[config.mk]
export PLATFORM = sky130hd
export DESIGN_NAME = drop32_mem_arb
export DESIGN_NICKNAME = d
export VERILOG_FILES = /design/src/rtl/drop32_mem_arb.sv
export SDC_FILE = /design/constraint.sdc
export NUM_CORES = 1
export LEC_CHECK = 0
export ABC_AREA = 0
export BUFFER_PORTS_ARGS = -buffer_cell sky130_fd_sc_hd__clkbuf_2
export CAP_MARGIN = 20
export CELL_PAD_IN_SITES_DETAIL_PLACEMENT = 1
export CELL_PAD_IN_SITES_GLOBAL_PLACEMENT = 2
export CORE_UTILIZATION = 27
export CTS_CLUSTER_SIZE = 16
export DETAILED_ROUTE_END_ITERATION = 10
export GPL_TIMING_DRIVEN = 0
export HOLD_SLACK_MARGIN = 0.05
export PLACE_DENSITY_LB_ADDON = 0.2
export SLEW_MARGIN = 30
export SYNTH_ARGS = -nofsm -noshare
export SYNTH_HDL_FRONTEND = slang
export SYNTH_SLANG_ARGS = --single-unit
[constraint.sdc]
create_clock -name i_clk -period 2.9 [get_ports i_clk]
set_input_delay 0.145 -clock i_clk [delete_from_list [all_inputs] [get_ports i_clk]]
set_output_delay 0.145 -clock i_clk [all_outputs]
set_load 0.005 [all_outputs]
[src/rtl/drop32_mem_arb.sv]
// rtl/drop32_mem_arb.sv - round-robin two-port arbiter for the drop32 single-port RAM
module drop32_mem_arb #(
   parameter int AW      = 32,
   parameter int DW      = 32,
   parameter int MEM_LAT = 1
) (
   input  logic            i_clk,
   input  logic            i_rst,
   input  logic            i_p0_req,
   input  logic            i_p0_we,
   input  logic [AW-1:0]   i_p0_addr,
   input  logic [DW-1:0]   i_p0_wdata,
   input  logic [DW/8-1:0] i_p0_be,
   output logic            o_p0_gnt,
   output logic            o_p0_rvalid,
   output logic [DW-1:0]   o_p0_rdata,
   input  logic            i_p1_req,
   input  logic            i_p1_we,
   input  logic [AW-1:0]   i_p1_addr,
   input  logic [DW-1:0]   i_p1_wdata,
   input  logic [DW/8-1:0] i_p1_be,
   output logic            o_p1_gnt,
   output logic            o_p1_rvalid,
   output logic [DW-1:0]   o_p1_rdata,
   output logic            o_mem_en,
   output logic            o_mem_we,
   output logic [AW-1:0]   o_mem_addr,
   output logic [DW-1:0]   o_mem_wdata,
   output logic [DW/8-1:0] o_mem_be,
   input  logic [DW-1:0]   i_mem_rdata,
   output logic            o_busy
);

   localparam int BW = DW / 8;
   localparam int CW = $clog2(MEM_LAT + 1);

   typedef enum logic [1:0] {
      S_IDLE   = 2'd0,
      S_ACCESS = 2'd1,
      S_WAIT   = 2'd2
   } state_t;

   state_t          state_q, state_d;
   logic            ptr_q, ptr_d;        // port granted most recently
   logic            owner_q, owner_d;    // port owning the in-flight transaction
   logic            we_q, we_d;
   logic [AW-1:0]   addr_q, addr_d;
   logic [DW-1:0]   wdata_q, wdata_d;
   logic [BW-1:0]   be_q, be_d;
   logic [CW-1:0]   cnt_q, cnt_d;
   logic [DW-1:0]   rdata_q, rdata_d;
   logic            rvalid_q, rvalid_d;
   logic            mem_en;

   // State and command registers; reset abandons any in-flight transaction
   always_ff @(posedge i_clk or negedge i_rst) begin
      if (!i_rst) begin
         state_q  <= S_IDLE;
         ptr_q    <= 1'b1;
         owner_q  <= 1'b0;
         we_q     <= 1'b0;
         addr_q   <= '0;
         wdata_q  <= '0;
         be_q     <= '0;
         cnt_q    <= '0;
         rdata_q  <= '0;
         rvalid_q <= 1'b0;
      end else begin
         state_q  <= state_d;
         ptr_q    <= ptr_d;
         owner_q  <= owner_d;
         we_q     <= we_d;
         addr_q   <= addr_d;
         wdata_q  <= wdata_d;
         be_q     <= be_d;
         cnt_q    <= cnt_d;
         rdata_q  <= rdata_d;
         rvalid_q <= rvalid_d;
      end
   end

   // Arbitration in IDLE, one-cycle ACCESS strobe, latency countdown in WAIT
   always_comb begin
      state_d  = state_q;
      ptr_d    = ptr_q;
      owner_d  = owner_q;
      we_d     = we_q;
      addr_d   = addr_q;
      wdata_d  = wdata_q;
      be_d     = be_q;
      cnt_d    = cnt_q;
      rdata_d  = rdata_q;
      rvalid_d = 1'b0;
      case (state_q)
         S_IDLE: begin
            // On a tie the port not granted last wins
            if (i_p0_req && (!i_p1_req || ptr_q)) begin
               owner_d = 1'b0;
               ptr_d   = 1'b0;
               we_d    = i_p0_we;
               addr_d  = i_p0_addr;
               wdata_d = i_p0_wdata;
               be_d    = i_p0_be;
               state_d = S_ACCESS;
            end else if (i_p1_req) begin
               owner_d = 1'b1;
               ptr_d   = 1'b1;
               we_d    = i_p1_we;
               addr_d  = i_p1_addr;
               wdata_d = i_p1_wdata;
               be_d    = i_p1_be;
               state_d = S_ACCESS;
            end
         end
         S_ACCESS: begin
            cnt_d   = CW'(MEM_LAT);
            state_d = S_WAIT;
         end
         S_WAIT: begin
            // Count of 1 marks the cycle memory data is valid; exit before wrapping
            if (cnt_q == CW'(1)) begin
               cnt_d    = '0;
               rvalid_d = 1'b1;
               state_d  = S_IDLE;
               if (!we_q) begin
                  rdata_d = i_mem_rdata;
               end
            end else begin
               cnt_d = cnt_q - CW'(1);
            end
         end
         default: begin
            state_d = S_IDLE;
         end
      endcase
   end

   assign mem_en      = (state_q == S_ACCESS);
   assign o_mem_en    = mem_en;
   assign o_mem_we    = mem_en & we_q;
   assign o_mem_addr  = mem_en ? addr_q  : '0;
   assign o_mem_wdata = mem_en ? wdata_q : '0;
   assign o_mem_be    = mem_en ? be_q    : '0;

   assign o_p0_gnt    = mem_en & ~owner_q;
   assign o_p1_gnt    = mem_en &  owner_q;
   assign o_p0_rvalid = rvalid_q & ~owner_q;
   assign o_p1_rvalid = rvalid_q &  owner_q;
   assign o_p0_rdata  = rdata_q;
   assign o_p1_rdata  = rdata_q;
   assign o_busy      = (state_q != S_IDLE);

endmodule

=== Word-level counts from Yosys, hierarchy flattened ===
Cells that the tools add are included.
Widths: inputs -> output; s select.

* Logic and storage cells: 53
* Register bits: 107
* Input port bits: 174

* Bitwise gates (word level): 7
* Multiplexer cells: 21
* Reduce and logical (&&, ||, !) cells: 10
* Equality and inequality tests: 4
* Add/subtract/negate cells: 1

{| class="wikitable"
|+ Operator list
! operator !! count
|-
| $mux 32 || 6
|-
| $mux 4 || 3
|-
| $mux 1 || 7
|-
| $mux 2 || 3
|-
| $pmux 2 s3 || 1
|-
| $reduce_bool 2->1 || 3
|-
| $and 1x1->1 || 5
|-
| $reduce_and 2->1 || 2
|-
| $ne 3x3->1 const B || 1
|-
| $reduce_and 3->1 || 1
|-
| $eq 2x1->1 const B || 1
|-
| $eq 2x2->1 const B || 1
|-
| $logic_not 2->1 || 1
|-
| $ne 2x2->1 const B || 1
|-
| $not 1->1 || 2
|-
| $pmux 1 s2 || 1
|-
| $logic_and 1x1->1 || 1
|-
| $logic_not 1->1 || 1
|-
| $logic_or 1x1->1 || 1
|-
| $sub 1x1->1 const B || 1
|}

=== Depth between registers and ports, before layout ===
Gate-level depths: netlist (run 1).

* Depth in word-level cells: 5
* Mapped depth: 8

=== Worst setup path before layout (run 1) ===
No wires, ideal clock.

* Path kind: register to register
* Start point: register state_q[0]
* End point: register rdata_q[10], in the netlist o_p0_rdata[10]
* Library setup time: 125 ps
* Clock period less this slack: 1608 ps
* Data arrival time: 1483 ps
* Path slack: 1292 ps
* Path buffers: 2
* Cell stages (with the launch flop): 8
* Cells stage by stage: dfrtp_1 -> inv_1 -> ha_1 -> and2_2 -> nand2b_1 -> buf_2 -> buf_6 -> mux2_2

* Longest elaborated chain between the ends: 2

{| class="wikitable"
|+ Ends and longest elaborated chain
! element !! RTL line !! text
|-
| from (decl) || 43 || <nowiki>state_t state_q, state_d;</nowiki>
|-
| from (signal assigned) || 69 || <nowiki>state_q <= state_d;</nowiki>
|-
| $eq 2x2->1 || 94 || <nowiki>case (state_q)</nowiki>
|-
| $reduce_and 3->1 (no line) || - ||
|-
| to (signal assigned) || 77 || <nowiki>rdata_q <= rdata_d;</nowiki>
|-
| to (decl) || 51 || <nowiki>logic [DW-1:0] rdata_q, rdata_d;</nowiki>
|}

No other way between the ends.
A chain may end at the register's enable or synchronous reset.

=== Worst setup path after layout (run 1) ===
* Start point: register state_q[1]
* End point: output o_mem_wdata[29]

* Longest elaborated chain between the ends: 2

{| class="wikitable"
|+ Ends and longest elaborated chain
! element !! RTL line !! text
|-
| $eq 2x1->1 || 138 || <nowiki>assign mem_en = (state_q == S_ACCESS);</nowiki>
|-
| $mux 32 || 142 || <nowiki>assign o_mem_wdata = mem_en ? wdata_q : '0;</nowiki>
|-
| to (decl) || 28 || <nowiki>output logic [DW-1:0] o_mem_wdata,</nowiki>
|}

No other way between the ends.

==> metrics.cfg, run 1 <==
[cells_and_area]
multiInputGateArea_sq_um=2377
layout.cells.non_filler=1328
drive_gt1_share_pct=39.79
areaGrowthSynthToFinish_pct=62.31
final_core_util_pct=44.99
fin_nets=1232
diodes=0
fillers=2483
regArea_sq_um=2679

[setup_path]
end_kind=output pin
reg2reg_depth=6
crit_path_cell_trace=inv_1 -> ha_1 -> clkbuf_1 -> clkbuf_1 -> and2_1 -> clkbuf_2
crit_required_ps=2760
cp_slowest_cell=clkbuf_1
start_kind=flip-flop
regToRegEndpoint=wdata_q[20]
slowest_delay_ps=450
critical_path_arrival_ps=2230
path_max_fanout=10
worstSetupPathType=flip-flop to output pin
crit_top_cell=clkbuf_1
reg2reg_slack_ps=640
reg2reg_from=ptr_q

[run]
maxCapViolations=0

[global_routing]
gr-usage-met1_pct=27.05
grt_usage_pct=22.00
use_met3_pct=4.037
grt_pass1_wl_microns=36750
grt_max_degree=60
met2_usage_pct=38.74
grt_antenna_before_repair=0
grt-ovfl-total=0
grt_pass1_vias=6636
busiest_layer=met2

[detailed_routing]
vias=6218
drtIter0Drc=218
firstDrtPassIters=6
post_drt_wl_per_cell_microns=17.62
viasPerCell=4.682
route.detailed.drc=0
wirelength_microns=23400
ant_nets=0

[place]
dp_cells=1184
io_buffers=312
hpwl_microns=16290
gp_congestion=0.7355

[pwr]
leakagePower_uw=0.004402
peakVddDrop_mv=0.3399
power_density_nw_per_um2=955.9
power.total_uw=8786

[sta]
final_hold_viol_count=0
slew_headroom_pct=65.52
period_minus_slack_ps=2374
rsz0062_at_grt=false
slew_violations=0
finClkSkew_ps=9.809
setup_viol=0
finalCritPeriodShare_pct=81.85
fmax_mhz=421.3
tightest_slew_ps=517.3
hold_ws_ps=54.47

[clock_network]
max-clock-path-buffers=2
htree_levels=3
cts_tree=built
cts-hold-fix-buffers=129
cts_setup_buffers=0
cts_buffers=9
cts_root_buffer=clkbuf_16
clock-sinks=107
clkLatencyLatePin_ps=360
clk_pin_slew_ps=80
cts-resized-gates=0

[synthesis]
seq_area_frac_synth_pct=47.30
netlist_area_sq_um=5663
syn_inst=601
synthDistinctLibCells=26
syn_nets=779
ys_ff_latch=107
synth.avg_cell_area_sq_um=9.423
ys_warn_count=0

[floorplanning]
initial_core_util_pct=27.72
dieArea_sq_um=21560
die_w_microns=146.8
num_io_pins=313
rows=52
die_h_microns=146.8
core_sq_um=20430

[worst_hold_path]
hold_depth=3
hp-class=primary input to flip-flop
min_from=i_p0_addr[9]
holdPathEnd=addr_q[9]

[outcome]
outcome=finished, final reports clean

[Yosys cell counts]
master | number | area (sq um)
o32a_1 | 1 | 10.01
o21a_1 | 1 | 7.510
nor2_1 | 72 | 270.3
inv_1 | 5 | 18.77
and2_2 | 1 | 7.510
nand3_1 | 69 | 345.3
buf_4 | 34 | 255.2
mux2_4 | 7 | 105.1
o21ai_0 | 68 | 340.3
ha_1 | 4 | 50.05
buf_6 | 15 | 168.9
buf_2 | 7 | 35.03
clkbuf_2 | 1 | 5.000
mux2_2 | 26 | 292.8
a31oi_2 | 1 | 12.51
dfstp_2 | 1 | 26.28
nor2b_1 | 2 | 12.51
nand2b_1 | 2 | 12.51
o21ai_1 | 1 | 5.000
a21oi_1 | 1 | 5.000
mux2_1 | 1 | 11.26
and2_1 | 71 | 444.2
clkbuf_1 | 33 | 123.9
a31oi_1 | 70 | 437.9
and2b_1 | 1 | 7.510
dfrtp_1 | 106 | 2653
[cell type report]
cell class | count | area share [%]
Timing Repair Buffer | 442 | 31.43
Multi-Input combinational cell | 399 | 25.86
Inverter | 5 | 0.2042
Clock inverter | 4 | 0.5309
Sequential cell | 107 | 29.15
Buffer | 90 | 6.398
Tap cell | 270 | 3.675
Clock buffer | 11 | 2.750
[where the power goes]
part,internal (uW),switching (uW),leakage (uW),total [uW]
clock,715,608,0.000152,1320
sequential,2260,438,0.00121,2700
combinational,2580,2180,0.00304,4760
[routing by layer]
layer / up-vias / part of all wire, %
met5: - / 0
met4: 0 / 1.8
met3: 23 / 5.8
met2: 214 / 51
met1: 3030 / 42
li1: 2951 / -
[metrics by stage]
step	setup TNS, ps	cell area [sq um]	worst slack, ps
final	0	9191	526.5
after global routing	0	9191	307.1
after CTS	0	9191	417.4
after detailed placement	0	7599	813.3
after global placement	-11530	7562	-120.7
after floorplan	0	5663	1292
[cells in the final DEF (no fill, tap or decap)]
| cell | count |
|---|---|
| clkbuf_2 | 312 |
| dlygate4sd3_1 | 129 |
| dfrtp_1 | 106 |
| nor2_1 | 72 |
| and2_1 | 71 |
| a31oi_1 | 70 |
| nand3_1 | 69 |
| o21ai_0 | 68 |
| buf_4 | 34 |
| clkbuf_1 | 33 |
| mux2_2 | 26 |
| buf_6 | 15 |
| clkbuf_16 | 9 |
| buf_2 | 7 |
| mux2_4 | 7 |
| inv_1 | 5 |
| ha_1 | 4 |
| clkbuf_8 | 3 |
| nor2b_1 | 2 |
| nand2b_1 | 2 |
| clkinv_2 | 2 |
| and2_2 | 1 |
| and2b_1 | 1 |
| o21a_1 | 1 |
| a31oi_2 | 1 |
| o21ai_1 | 1 |
| mux2_1 | 1 |
| o32a_1 | 1 |
| a21oi_1 | 1 |
| inv_6 | 1 |
| bufinv_16 | 1 |
| buf_16 | 1 |
| dfstp_2 | 1 |
[critical path, delay by kind of cell, from the launching register on]
family / cells / cell delay, ps
buffers and inverters: 4 / 1100
flip-flops: 1 / 400
adder cells (fa/ha/maj): 1 / 170
AND/OR/NAND/NOR: 1 / 200
[registers in the layout, indices dropped and copies added (netlist names)]
signal	cells
addr_q	32
o_p0_rdata	32
wdata_q	32
be_q	4
state_q	2
cnt_q	1
owner_q	1
ptr_q	1
rvalid_q	1
we_q	1
[logic make-up (layout without fill, tap and decap cells)]
group	count (synthesis)	after routing	share of synthesized area, %
AND/OR/NAND/NOR	218	218	19.42
AO/OA/AOI/OAI	143	143	14.45
flip-flops	107	107	47.30
buffers and inverters	95	552	10.72
multiplexers	34	34	7.225
adder cells (fa/ha/maj)	4	4	0.8838
[worst max path at each step]
stage	slack (ps)	start	endpoint	depth (start not counted)
floorplan	1290	state_q[0]	o_p0_rdata[10]	7
global route	310	state_q[1]	o_mem_be[1]	6
detailed placement	810	state_q[1]	o_mem_wdata[29]	6
global placement	-120	i_rst	addr_q[18]	1
finish	530	state_q[1]	o_mem_wdata[29]	6
CTS	420	state_q[1]	o_mem_be[1]	6
Power figures use the tool's default switching activity.
==> inputs of run 2 (changes only) <==
- CORE_UTILIZATION: 27 -> 25
- clock period: 2.9 -> 2.2 ns (I/O delays scaled with it)
==> metrics.cfg, run 2 (synthesized netlist as in run 1, its figures left out) <==
[outcome]
outcome=finished, violations left
violations=DRC

[setup_path]
crit_required_ps=2430  ; -330 ps
reg2reg_slack_ps=140  ; -500 ps
regToRegEndpoint=wdata_q[22]
worstSetupPathType=flip-flop to flip-flop
start_kind=flip-flop
reg2reg_from=state_q[0]
reg2reg_depth=8  ; +2
end_kind=flip-flop
critical_path_arrival_ps=2290  ; +60 ps
cp_slowest_cell=dlygate4sd3_1
crit_path_cell_trace=inv_1 -> ha_2 -> o21a_1 -> buf_4 -> buf_12 -> buf_6 -> a31oi_1 -> dlygate4sd3_1
slowest_delay_ps=560  ; +110 ps
path_max_fanout=10  ; unchanged

[pwr]
peakVddDrop_mv=0.2931  ; -14%
leakagePower_uw=0.004602  ; +4.5%
power.total_uw=11230  ; +28%
power_density_nw_per_um2=1164  ; +22%

[sta]
finClkSkew_ps=10.23  ; +0.4176 ps
hold_ws_ps=235.7  ; +181.2 ps
setup_ws_ps=138.9  ; -387.5 ps
period_minus_slack_ps=2061
final_hold_viol_count=0  ; unchanged
rsz0062_at_grt=false
fmax_mhz=485.2
slew_violations=0  ; unchanged
setup_viol=0  ; unchanged
tightest_slew_ps=518.7  ; +1.441 ps
slew_headroom_pct=65.42  ; -0.096 points
finalCritPeriodShare_pct=93.68
fin_tns_setup_ps=0  ; unchanged

[detailed_routing]
post_drt_wl_per_cell_microns=17.88  ; +1.5%
firstDrtPassIters=10  ; +4
vias=6387  ; +2.7%
route.met2.wl_microns=12270  ; +3.4%
drtIter0Drc=278  ; +28%
route.detailed.drc=27  ; +27
viasPerCell=4.628  ; -1.2%
routedLengthMet1_microns=10330  ; +5.9%
wirelength_microns=24670  ; +5.4%
wl_met3_microns=1466  ; +8.1%
maxUsedRoutingLayer=met4
ant_nets=0  ; unchanged

[cells_and_area]
layout_commonest_cell=clkbuf_2
final_core_util_pct=43.80  ; -1.2 points
drive_gt1_share_pct=38.82  ; -0.97 points
fin_nets=1273  ; +3.3%
diodes=0  ; unchanged
layout_common_cells=clkbuf_2 (314), dlygate4sd3_1 (171), dfrtp_1 (106), nor2_1 (72), and2_1 (71)
fillers=2649  ; +6.7%
areaGrowthSynthToFinish_pct=70.35

[global_routing]
grt_max_degree=68  ; +13%
grt_antenna_before_repair=0  ; unchanged
grt-ovfl-total=0  ; unchanged
grt_pass1_vias=6947  ; +4.7%
grt_usage_pct=21.53  ; -0.47 points
grt_pass1_wl_microns=39070  ; +6.3%

[floorplanning]
core_sq_um=22030  ; +7.8%
num_io_pins=313  ; unchanged
dieArea_sq_um=23260  ; +7.9%
die_w_microns=152.5  ; +3.9%
die_h_microns=152.5  ; +3.9%
initial_core_util_pct=25.71  ; -2.0 points
rows=54  ; +3.8%

[clock_network]
htree_levels=3  ; unchanged
cts_setup_buffers=0  ; unchanged
clock-sinks=107  ; unchanged
cts_tree=built
clk_pin_slew_ps=80  ; about the same
cts_root_buffer=clkbuf_16
cts_buffers=9  ; unchanged
clkLatencyLatePin_ps=350  ; about the same
max-clock-path-buffers=2  ; unchanged

[place]
dp_slack_ps=123.2  ; -690.2 ps
hpwl_microns=16620  ; +2.0%
gp_congestion=0.7328  ; -0.37%
io_buffers=312  ; unchanged

[run]
maxCapViolations=0  ; unchanged

[worst_hold_path]
hp-class=primary input to asynchronous set/reset pin

-- run 2: cell type report --
class / instances / area [sq um] / area share [%]
plain buffers: 89 / 598.1 / 6.200
clock buffers: 10 / 239.0 / 2.477
clock inverters: 6 / 70.07 / 0.7263
inverters: 5 / 18.77 / 0.1946
multi-input cells: 399 / 2382 / 24.70
flip-flops and latches: 107 / 2679 / 27.77
well taps: 280 / 350.3 / 3.632
repair buffers: 484 / 3309 / 34.31
-- run 2: timing repair --
| item | in CTS | in global routing |
|---|---|---|
| endpoints found under the setup margin | 70 | 2 |
| resized for setup | 3 | 6 |
| endpoints found under the hold margin | 141 | 0 |
| pin swaps | 0 | 0 |
| hold buffers | 171 | 0 |
-- run 2: worst max-delay path: cells and delay by family, from the launching register on --
family / cells / cell delay, ps
buffers and inverters: 5 / 1120
adders and majority gates: 1 / 220
AOI/OAI and AO/OA: 2 / 200
DFF: 1 / 400
-- run 2: layer usage --
metal / track usage [%] / vias to the layer above
met2: 37.90 / 231
met3: 4.437 / 38
met5: 0 / -
met4: 7.119 / 0
met1: 26.17 / 3077
li1: - / 3041
-- run 2: worst max-delay path by stage --
stage                           from              to  slack, ps  cells after the start
after detailed placement  state_q[1]        o_p1_gnt        120                      6
final                     state_q[0]     wdata_q[22]        140                      8
after global placement         i_rst      addr_q[15]       -840                      1
after floorplan           state_q[0]  o_p0_rdata[10]        590                      7
after CTS                 state_q[1]     wdata_q[22]         60                      8
after global routing      state_q[0]     wdata_q[22]          9                      8
-- run 2: power by group --
| group | leakage, uW | total [uW] | switching, uW | internal (uW) |
|---|---|---|---|---|
| Clock | 0.000154 | 1770 | 835 | 931 |
| Combinational | 0.00323 | 5900 | 2880 | 3020 |
| Sequential | 0.00121 | 3560 | 581 | 2980 |
-- run 2: per-stage QoR --
step,std cells,instance area (sq um)
after floorplan,601,5663
after global placement,1193,7575
after detailed placement,1194,7611
after CTS,1380,9633
after global routing,1380,9647
final,1380,9647
